## src/rtl/pps_if.sv

```systemverilog
// Signal bundle between the PPS conditioner and its environment.
// The master drives the raw pulse and the slave returns the conditioned outputs.
interface pps_if #(
    parameter int CNT_W = 28
);
    logic             pps_in;
    logic             pps_tick;
    logic             pps_out;
    logic             locked;
    logic [CNT_W-1:0] period;
    logic [7:0]       err_cnt;

    modport master (
        output pps_in,
        input  pps_tick, pps_out, locked, period, err_cnt
    );

    modport slave (
        input  pps_in,
        output pps_tick, pps_out, locked, period, err_cnt
    );
endinterface

```

## src/rtl/pps_conditioner.sv

```systemverilog
// Synchronises and validates a raw PPS input, then regenerates a clean tick and pulse.
// Define PPS_HOLDOVER_EN to free-run for up to HOLD_MAX synthesized seconds after losing lock.
module pps_conditioner #(
    parameter int CLK_HZ   = 125000000,
    parameter int TOL      = 1000,
    parameter int PULSE_W  = 1250,
    parameter int HOLD_MAX = 4,
    parameter int CNT_W    = 28
) (
    input  logic  CLK,
    input  logic  RST,
    pps_if.slave  bus
);
    localparam logic [CNT_W-1:0] LO_C = CNT_W'(CLK_HZ - TOL);
    localparam logic [CNT_W-1:0] HI_C = CNT_W'(CLK_HZ + TOL);
    localparam logic [CNT_W-1:0] TO_C = CNT_W'(CLK_HZ + TOL + 1);
    localparam logic [CNT_W-1:0] PW_C = CNT_W'(PULSE_W);
    localparam logic [CNT_W-1:0] ONE_C = CNT_W'(1);

    if (CNT_W < 2 || (64'(1) << CNT_W) <= 64'(CLK_HZ + TOL + 1) ||
        PULSE_W < 1 || PULSE_W > CLK_HZ - TOL - 1 || HOLD_MAX < 1) begin : g_bad_params
        $error("pps_conditioner: illegal parameter set");
    end

    typedef enum logic [1:0] {
        IDLE,
        ACQ,
`ifdef PPS_HOLDOVER_EN
        LOCKED,
        HOLDOVER
`else
        LOCKED
`endif
    } state_t;

    state_t           state_q, state_d;
    logic             s1_q, s2_q, s3_q;
    logic [CNT_W-1:0] cnt_q, cnt_d;
    logic [CNT_W-1:0] period_q, period_d;
    logic [CNT_W-1:0] pw_q, pw_d;
    logic [7:0]       err_q, err_d;
    logic             tick_q, tick_d;
    logic             out_q, out_d;
    logic             locked_q, locked_d;
    logic             edgeDet, valid, timeout, errInc;
`ifdef PPS_HOLDOVER_EN
    localparam int HW = $clog2(HOLD_MAX + 1);
    localparam logic [HW-1:0] HOLD_C = HW'(HOLD_MAX);
    logic [HW-1:0]    hold_q, hold_d;
`endif

    assign edgeDet = s2_q & ~s3_q;
    assign valid   = (cnt_q >= LO_C) && (cnt_q <= HI_C);
    assign timeout = (cnt_q == TO_C);

    always_comb begin
        state_d  = state_q;
        cnt_d    = (cnt_q == '1) ? cnt_q : cnt_q + ONE_C;
        period_d = period_q;
        err_d    = err_q;
        tick_d   = 1'b0;
        errInc   = 1'b0;
`ifdef PPS_HOLDOVER_EN
        hold_d   = hold_q;
`endif
        case (state_q)
            IDLE: begin
                if (edgeDet) begin
                    state_d = ACQ;
                    cnt_d   = ONE_C;
                end
            end
            ACQ: begin
                if (edgeDet) begin
                    cnt_d = ONE_C;
                    if (valid) begin
                        state_d  = LOCKED;
                        period_d = cnt_q;
                        tick_d   = 1'b1;
                    end else begin
                        errInc = 1'b1;
                    end
                end else if (timeout) begin
                    state_d = IDLE;
                end
            end
            LOCKED: begin
                // A timeout swallows an edge landing in the same cycle.
                if (timeout) begin
                    errInc = 1'b1;
`ifdef PPS_HOLDOVER_EN
                    state_d = HOLDOVER;
                    tick_d  = 1'b1;
                    hold_d  = HW'(1);
                    cnt_d   = ONE_C;
`else
                    state_d = IDLE;
`endif
                end else if (edgeDet) begin
                    if (valid) begin
                        tick_d   = 1'b1;
                        period_d = cnt_q;
                        cnt_d    = ONE_C;
                    end else if (cnt_q < LO_C) begin
                        errInc = 1'b1;
                    end
                end
            end
`ifdef PPS_HOLDOVER_EN
            HOLDOVER: begin
                if (edgeDet) begin
                    state_d = ACQ;
                    cnt_d   = ONE_C;
                end else if (cnt_q == period_q) begin
                    if (hold_q < HOLD_C) begin
                        tick_d = 1'b1;
                        hold_d = hold_q + HW'(1);
                        cnt_d  = ONE_C;
                    end else begin
                        state_d = IDLE;
                    end
                end
            end
`endif
            default: state_d = IDLE;
        endcase

        if (errInc && err_q != 8'hFF) begin
            err_d = err_q + 8'd1;
        end

        // pw_q holds the cycles left in the pulse including the current one.
        if (tick_d) begin
            pw_d = PW_C;
        end else if (pw_q != '0) begin
            pw_d = pw_q - ONE_C;
        end else begin
            pw_d = pw_q;
        end
        out_d    = tick_d | (pw_q > ONE_C);
        locked_d = (state_d == LOCKED);
    end

    always_ff @(posedge CLK or posedge RST) begin
        if (RST) begin
            state_q  <= IDLE;
            s1_q     <= 1'b0;
            s2_q     <= 1'b0;
            s3_q     <= 1'b0;
            cnt_q    <= '0;
            period_q <= '0;
            pw_q     <= '0;
            err_q    <= '0;
            tick_q   <= 1'b0;
            out_q    <= 1'b0;
            locked_q <= 1'b0;
`ifdef PPS_HOLDOVER_EN
            hold_q   <= '0;
`endif
        end else begin
            state_q  <= state_d;
            s1_q     <= bus.pps_in;
            s2_q     <= s1_q;
            s3_q     <= s2_q;
            cnt_q    <= cnt_d;
            period_q <= period_d;
            pw_q     <= pw_d;
            err_q    <= err_d;
            tick_q   <= tick_d;
            out_q    <= out_d;
            locked_q <= locked_d;
`ifdef PPS_HOLDOVER_EN
            hold_q   <= hold_d;
`endif
        end
    end

    assign bus.pps_tick = tick_q;
    assign bus.pps_out  = out_q;
    assign bus.locked   = locked_q;
    assign bus.period   = period_q;
    assign bus.err_cnt  = err_q;
endmodule
```

## src/flat_wrapper.sv

```systemverilog
// flat-port wrapper written by rule: the top's interface ports become plain ports
module pps_conditioner_flat 
#(
    parameter int CLK_HZ   = 125000000,
    parameter int TOL      = 1000,
    parameter int PULSE_W  = 1250,
    parameter int HOLD_MAX = 4,
    parameter int CNT_W    = 28
)
  (CLK, RST, bus_pps_in, bus_pps_tick, bus_pps_out, bus_locked, bus_period, bus_err_cnt);
  pps_if #(.CNT_W(CNT_W)) bus_i ();
  input  logic CLK;
  input  logic RST;
  input wire logic [$bits(bus_i.pps_in)-1:0] bus_pps_in;
  output wire logic [$bits(bus_i.pps_tick)-1:0] bus_pps_tick;
  output wire logic [$bits(bus_i.pps_out)-1:0] bus_pps_out;
  output wire logic [$bits(bus_i.locked)-1:0] bus_locked;
  output wire logic [$bits(bus_i.period)-1:0] bus_period;
  output wire logic [$bits(bus_i.err_cnt)-1:0] bus_err_cnt;
  assign bus_i.pps_in = bus_pps_in;
  assign bus_pps_tick = bus_i.pps_tick;
  assign bus_pps_out = bus_i.pps_out;
  assign bus_locked = bus_i.locked;
  assign bus_period = bus_i.period;
  assign bus_err_cnt = bus_i.err_cnt;
  pps_conditioner #(.CLK_HZ(CLK_HZ), .TOL(TOL), .PULSE_W(PULSE_W), .HOLD_MAX(HOLD_MAX), .CNT_W(CNT_W)) u_core (.CLK(CLK), .RST(RST), .bus(bus_i));
endmodule
```

## config.mk

```make
export PLATFORM = sky130hd
export DESIGN_NAME = pps_conditioner_flat
export DESIGN_NICKNAME = d
export VERILOG_FILES = /design/src/rtl/pps_if.sv /design/src/rtl/pps_conditioner.sv /design/src/flat_wrapper.sv
export SDC_FILE = /design/constraint.sdc
export NUM_CORES = 1
export LEC_CHECK = 0
export ABC_AREA = 1
export BUFFER_PORTS_ARGS = -buffer_cell sky130_fd_sc_hd__buf_2
export CORE_MARGIN = 8
export CORE_UTILIZATION = 55
export CTS_BUF_LIST = sky130_fd_sc_hd__clkbuf_4
export DETAILED_ROUTE_END_ITERATION = 10
export GPL_TIMING_DRIVEN = 0
export PLACE_DENSITY = 0.72
export REMOVE_ABC_BUFFERS = 1
export SYNTH_ARGS = -nofsm -noshare
export SYNTH_HDL_FRONTEND = slang
export SYNTH_SLANG_ARGS = --single-unit
```

## constraint.sdc

```tcl
create_clock -name CLK -period 4 [get_ports CLK]
set_clock_uncertainty 0.15 [all_clocks]
set_input_delay 0.2 -clock CLK [delete_from_list [all_inputs] [get_ports CLK]]
set_output_delay 0.2 -clock CLK [all_outputs]
set_load 0.03 [all_outputs]
```

# Word-level counts from Yosys, hierarchy flattened
# Index checks and enable logic that the tools add are counted.
# op_classes
n_addsub	3
n_lt_le_gt_ge	4
n_eq_ne	7
mux	28
bitwise_logic	3
n_reduce_logical	8
# op_table
operator	count
$mux 28	10
$pmux 28 s2	2
$add 28x1->28 const B	1
$eq 28x27->1 const B	1
$eq 28x28->1 const B	1
$ge 28x27->1 const B	1
$gt 28x1->1 const B	1
$le 28x27->1 const B	1
$lt 28x27->1 const B	1
$reduce_bool 28->1	1
$sub 28x1->28 const B	1
$mux 1	9
$add 8x1->8 const B	1
$mux 2	4
$ne 8x8->1 const B	1
$pmux 2 s3	1
$eq 2x2->1 const B	2
$pmux 1 s2	2
$reduce_bool 2->1	2
$eq 2x1->1 const B	1
$logic_and 1x1->1	2
$logic_not 2->1	1
$ne 2x2->1 const B	1
$reduce_and 2->1	1
other kinds (4)	4
# word_totals
register_bits	100
input_bits	3
out_inout_bits	39
wordCells	64

# Logic depth before layout (Yosys ltp)
# logic_depth
ltp_word	7
depth_mapped	16
mapped_depth_nobuf	15

# Worst setup path before layout
# Ideal clock, no wire load.
# synth_timing
path_kind	register to register
start	register u_core.pw_q[0]
end	register u_core.pw_q[12]
setup_ns	0.129
t_arrival_ns	1.873
t_required_ns	3.721
setup_slack_ns	1.848
stages_incl_launch_ff	12
path_buffers	1
period_less_slack_ns	2.152
path_cell_list	dfrtp_1 inv_1 ha_1 nand3_1 nor2_2 nand2_1 nor2_4 nand2_4 o21bai_4 buf_6 a21oi_1 nor2_1
# synth_between
elab_chain_cells	3
elab_cells_between_ends	5
cone_classes	1 x add/sub; 2 x mux; 2 x reduce/logical
# synth_lines
element	line	source
start: declaration	pps_conditioner.sv:40	logic [CNT_W-1:0] pw_q, pw_d;
start signal: assignment	pps_conditioner.sv:167	pw_q <= pw_d;
$sub 28x1->28	pps_conditioner.sv:136	pw_d = pw_q - ONE_C;
$mux 28	pps_conditioner.sv:135	end else if (pw_q != '0) begin
$mux 28	pps_conditioner.sv:133	if (tick_d) begin
# Several ways; a longest one is shown, not always the timed one. The select of a mux whose other input is x is not followed.
# A chain may end at the register's enable or synchronous reset.

# Worst setup path after layout
# layout_timing
start	register u_core.cnt_q[0]
end	register u_core.cnt_q[3]
# layout_between
elab_chain_cells	6
elab_cells_between_ends	12
cone_classes	1 x add/sub; 2 x order compare; 2 x eq/ne; 6 x mux; 1 x reduce/logical
# layout_lines
element	line	source
start: declaration	pps_conditioner.sv:38	logic [CNT_W-1:0] cnt_q, cnt_d;
start signal: assignment	pps_conditioner.sv:165	cnt_q <= cnt_d;
$add 28x1->28 (tied with other cells)	pps_conditioner.sv:58	cnt_d = (cnt_q == '1) ? cnt_q : cnt_q + ONE_C;
$mux 28 / $logic_and 1x1->1 (equally long branches)	pps_conditioner.sv:58, pps_conditioner.sv:53	
$mux 28	pps_conditioner.sv:100	if (valid) begin
$mux 28	pps_conditioner.sv:99	end else if (edgeDet) begin
$mux 28	pps_conditioner.sv:89	if (timeout) begin
$pmux 28 s2 (*)	pps_conditioner.sv:66	case (state_q)
via u_core.cnt_d[3]	pps_conditioner.sv:38	
# Mark *: on every way through the listed nets, which the timed path passes. The rest lies on a longest branch.

==> key figures <==
Status
  • Outcome: complete, no violations

GRT
  • First-pass GRT wire length: between 20 and 25 mm
  • Initial antenna violation count: 0
  • Via count of the first global-routing pass: between 4000 and 5000
  • GRT Util Overall: 0.189
  • Remaining global-route overflow: 0
  • Maximum number of pins on one net before global-route repair: 57

Critical path
  • CP delay by family, top: simple AND/OR/NAND/NOR gates
  • Buffers & Inverters on Critical Path: 2
  • Critical path launch point type: flop
  • Sort of element at the end of the critical path: flop
  • Peak fanout along the critical path: 17
  • Category of the critical setup timing path: flop to flop
  • Capturing point of the worst reg2reg path: u_core.cnt_q[3]$_DFF_PP0_
  • Worst path max stage delay: 0.49 ns
  • CP startpoint: u_core.cnt_q[0]$_DFF_PP0_
  • Reg-to-reg setup timing slack: between 1 and 1.5 ns
  • CP max stage cell: dfrtp_1
  • Critical register-to-register path startpoint: u_core.cnt_q[0]$_DFF_PP0_
  • Required time of the worst setup path: ~4.2 ns
  • Chain of cells forming the critical path: ha_1, nand3_1, inv_1, nand2_1, nor2_1, nand2_1, inv_2, nor2_1, nand4_1, o21ai_0, a21oi_1
  • Path depth of the worst reg2reg path: 11
  • Crit path arrival time: about 3.0 ns

Pwr
  • Ratio of total power to cell area: 330 nW/um^2
  • Leak Pwr: 3.08 nW
  • Worst ir drop on vdd: 0.151 mV

Timing
  • Fin crit period: 2.79 ns
  • Worst slew margin: 0.530
  • Tcrit/Tclk final: 0.698
  • Number of endpoints with negative hold slack in the final report: 0
  • Count of final max-slew check failures: 0
  • Worst-Margin Slew: 0.706 ns
  • Setup repair after global routing missed its margin: false
  • Achievable clock frequency: 358 MHz
  • Final Setup Violations: 0
  • Final Worst Setup Slack: 1.21 ns

Clocking
  • Setup fix buffers added after clock tree synthesis: 0
  • CTS clk-pin slew, worst paths: 0.16 ns
  • TritonCTS Buffers: 9
  • Clock sink count: 100
  • H-tree levels: 3
  • CTS root buf: clkbuf_4
  • Clock latency on the worst-skew pair: 0.47 ns
  • CTS tree: built
  • Post-cts sizing count: 0
  • Maximum buffer depth of the clock tree: 2

Synthesis
  • Top post-synthesis cells by count: 150 x nand2_1, 108 x inv_1, 100 x dfrtp_1, 77 x nor2_1, 45 x nand3_1
  • Leading cell type by number of instances after synthesis: nand2_1
  • Count of flip-flops with a built-in enable after synthesis: 0
  • Count of different cell masters after synthesis: 37
  • Share of the synthesized area in the top cell type: 0.442
  • Synthesized flop and latch total: 100
  • Top cells by area, synth: dfrtp_1 44%, nand2_1 10%, inv_1 7.2%
  • Most used flip-flop cell after synthesis: dfrtp_1
  • Cell taking the most area after synthesis: dfrtp_1
  • Mapped cell area: between 5000 and 6000 sq um
  • Ys Warns: 0
  • Avg Inst Size Synth: 7.87 sq um
  • Instance count of the mapped netlist: 719
  • Fraction of registers with async set or reset after synthesis: 1.00
  • Portion of the post-synthesis area used by sequential elements: 0.442

Die
  • DIE WIDTH: 117 um
  • Boundary pin count: 42
  • Initial core utilization: 0.558
  • Floorplan Core Area: slightly above 10000 sq um
  • Die span in y: 117 um
  • Standard-cell rows: 37
  • Area enclosed by the die boundary: 13800 sq um

Route
  • Final Routed Wirelength: about 13 mm
  • Per-cell routed wire length: 14.3 um
  • DRC violations left: 0
  • Number of DRC markers after the initial detailed-route iteration: 471
  • Number of optimization iterations in the first detailed-route pass: 6
  • Remaining number of nets flagged by the antenna check after routing: 0
  • DR vias/cell: 5.47
  • DR vias: around 4900

Finish
  • Final #Nets: 772
  • Total inserted antenna cells: 0
  • Fraction of the core area covered by cells at the end of the flow: 0.605
  • Share of post-route cells with drive strength above 1: 0.132
  • Area growth from synthesis to layout: 8.41%
  • Summed area of non-filler cells in the final layout: 6130 sq um

Place
  • Port Buffers: 41
  • Post-DP HPWL: roughly 9.4 mm
  • Worst setup timing slack at the placement stage: 1.33 ns
  • Final RePlAce weighted congestion: about 0.94
  • Post-placement cell area: 5950 sq um

Worst hold path
  • Hold crit path type: primary input to async pin

Flow run
  • Reported max-cap violation count: 0
## per-layer routing
layer,routed length (um),vias to the layer above,track usage
met4,221,0,0.0600
met2,5760,156,0.300
met5,0,-,0
met3,717,23,0.0456
met1,6130,2331,0.248
li1,-,2417,-
## worst max-delay path by stage
stage                                              to  slack (ns)  depth (start not counted)
global placement           u_core.cnt_q[19]$_DFF_PP0_       -0.06                          2
global route         u_core.bus.period[5]$_DFFE_PP0P_        0.97                         11
floorplan           u_core.bus.err_cnt[0]$_DFFE_PP0P_        1.03                          1
CTS                         u_core.cnt_q[3]$_DFF_PP0_        1.28                         11
detailed placement          u_core.cnt_q[3]$_DFF_PP0_        1.33                         11
finish                      u_core.cnt_q[3]$_DFF_PP0_        1.21                         11
## flip-flops by register name (all words and copies together) (netlist names)
signal               cells
u_core.bus.err_cnt       8
u_core.bus.period       28
u_core.bus.pps_tick      1
u_core.bus.pps_out       1
u_core.bus.locked        1
u_core.s1_q              1
u_core.s3_q              1
u_core.pw_q             28
u_core.s2_q              1
u_core.cnt_q            28
u_core.state_q           2
## worst min-delay path, delay by kind of cell
kind	cells	cell delay [ns]
buf+inv	3	1.16
## report_power, final
group	switching [mW]	internal, mW
sequential	0.0461	1.05
combinational	0.231	0.104
clock	0.345	0.251
## cell usage in the layout, fill, tap and decap left out, types with 13 or more instances in the layout
cell type  instances
a21oi_1           36
a22oi_1           17
buf_2             41
dfrtp_1          100
inv_1            107
nand2_1          150
nand3_1           45
nand4_1           13
nor2_1            76
nor3_1            19
o21ai_0           23
xor2_1            20
## logic make-up (layout without fill, tap and decap cells)
family / count (synthesis) / count (layout) / share of synthesized area
simple gates: 342 / 342 / 0.275
buf+inv: 129 / 174 / 0.0956
compound gates: 110 / 110 / 0.121
flops: 100 / 100 / 0.442
xor+xnor: 28 / 28 / 0.0434
fa+ha+maj: 10 / 10 / 0.0221
## metrics by stage
step	setup TNS (ns)	cells	hold slack (ns)	power, mW
finish	0	900	0.210	2.02
global route	0	900	0.176	2.13
CTS	0	900	0.184	2.04
detailed placement	0	882	0.159	1.44
global placement	-5.26	880	0.160	1.41
floorplan	0	703	0.0814	1.34
## timing repair
action | 4_1_cts | 5_1_grt
hold buffers | 2 | 0
endpoints found under the setup margin | 0 | 0
hold endpoints to repair | 56 | 0
## final cells by class
type / instances / area (sq um)
Fill cell: 902 / 4010
Inverter: 113 / 427
Multi-Input combinational cell: 490 / 2620
Tap cell: 136 / 170
Timing Repair Buffer: 45 / 260
Clock inverter: 7 / 88.8
Sequential cell: 100 / 2500
Clock buffer: 9 / 67.6
Power figures use the tool's default switching activity.
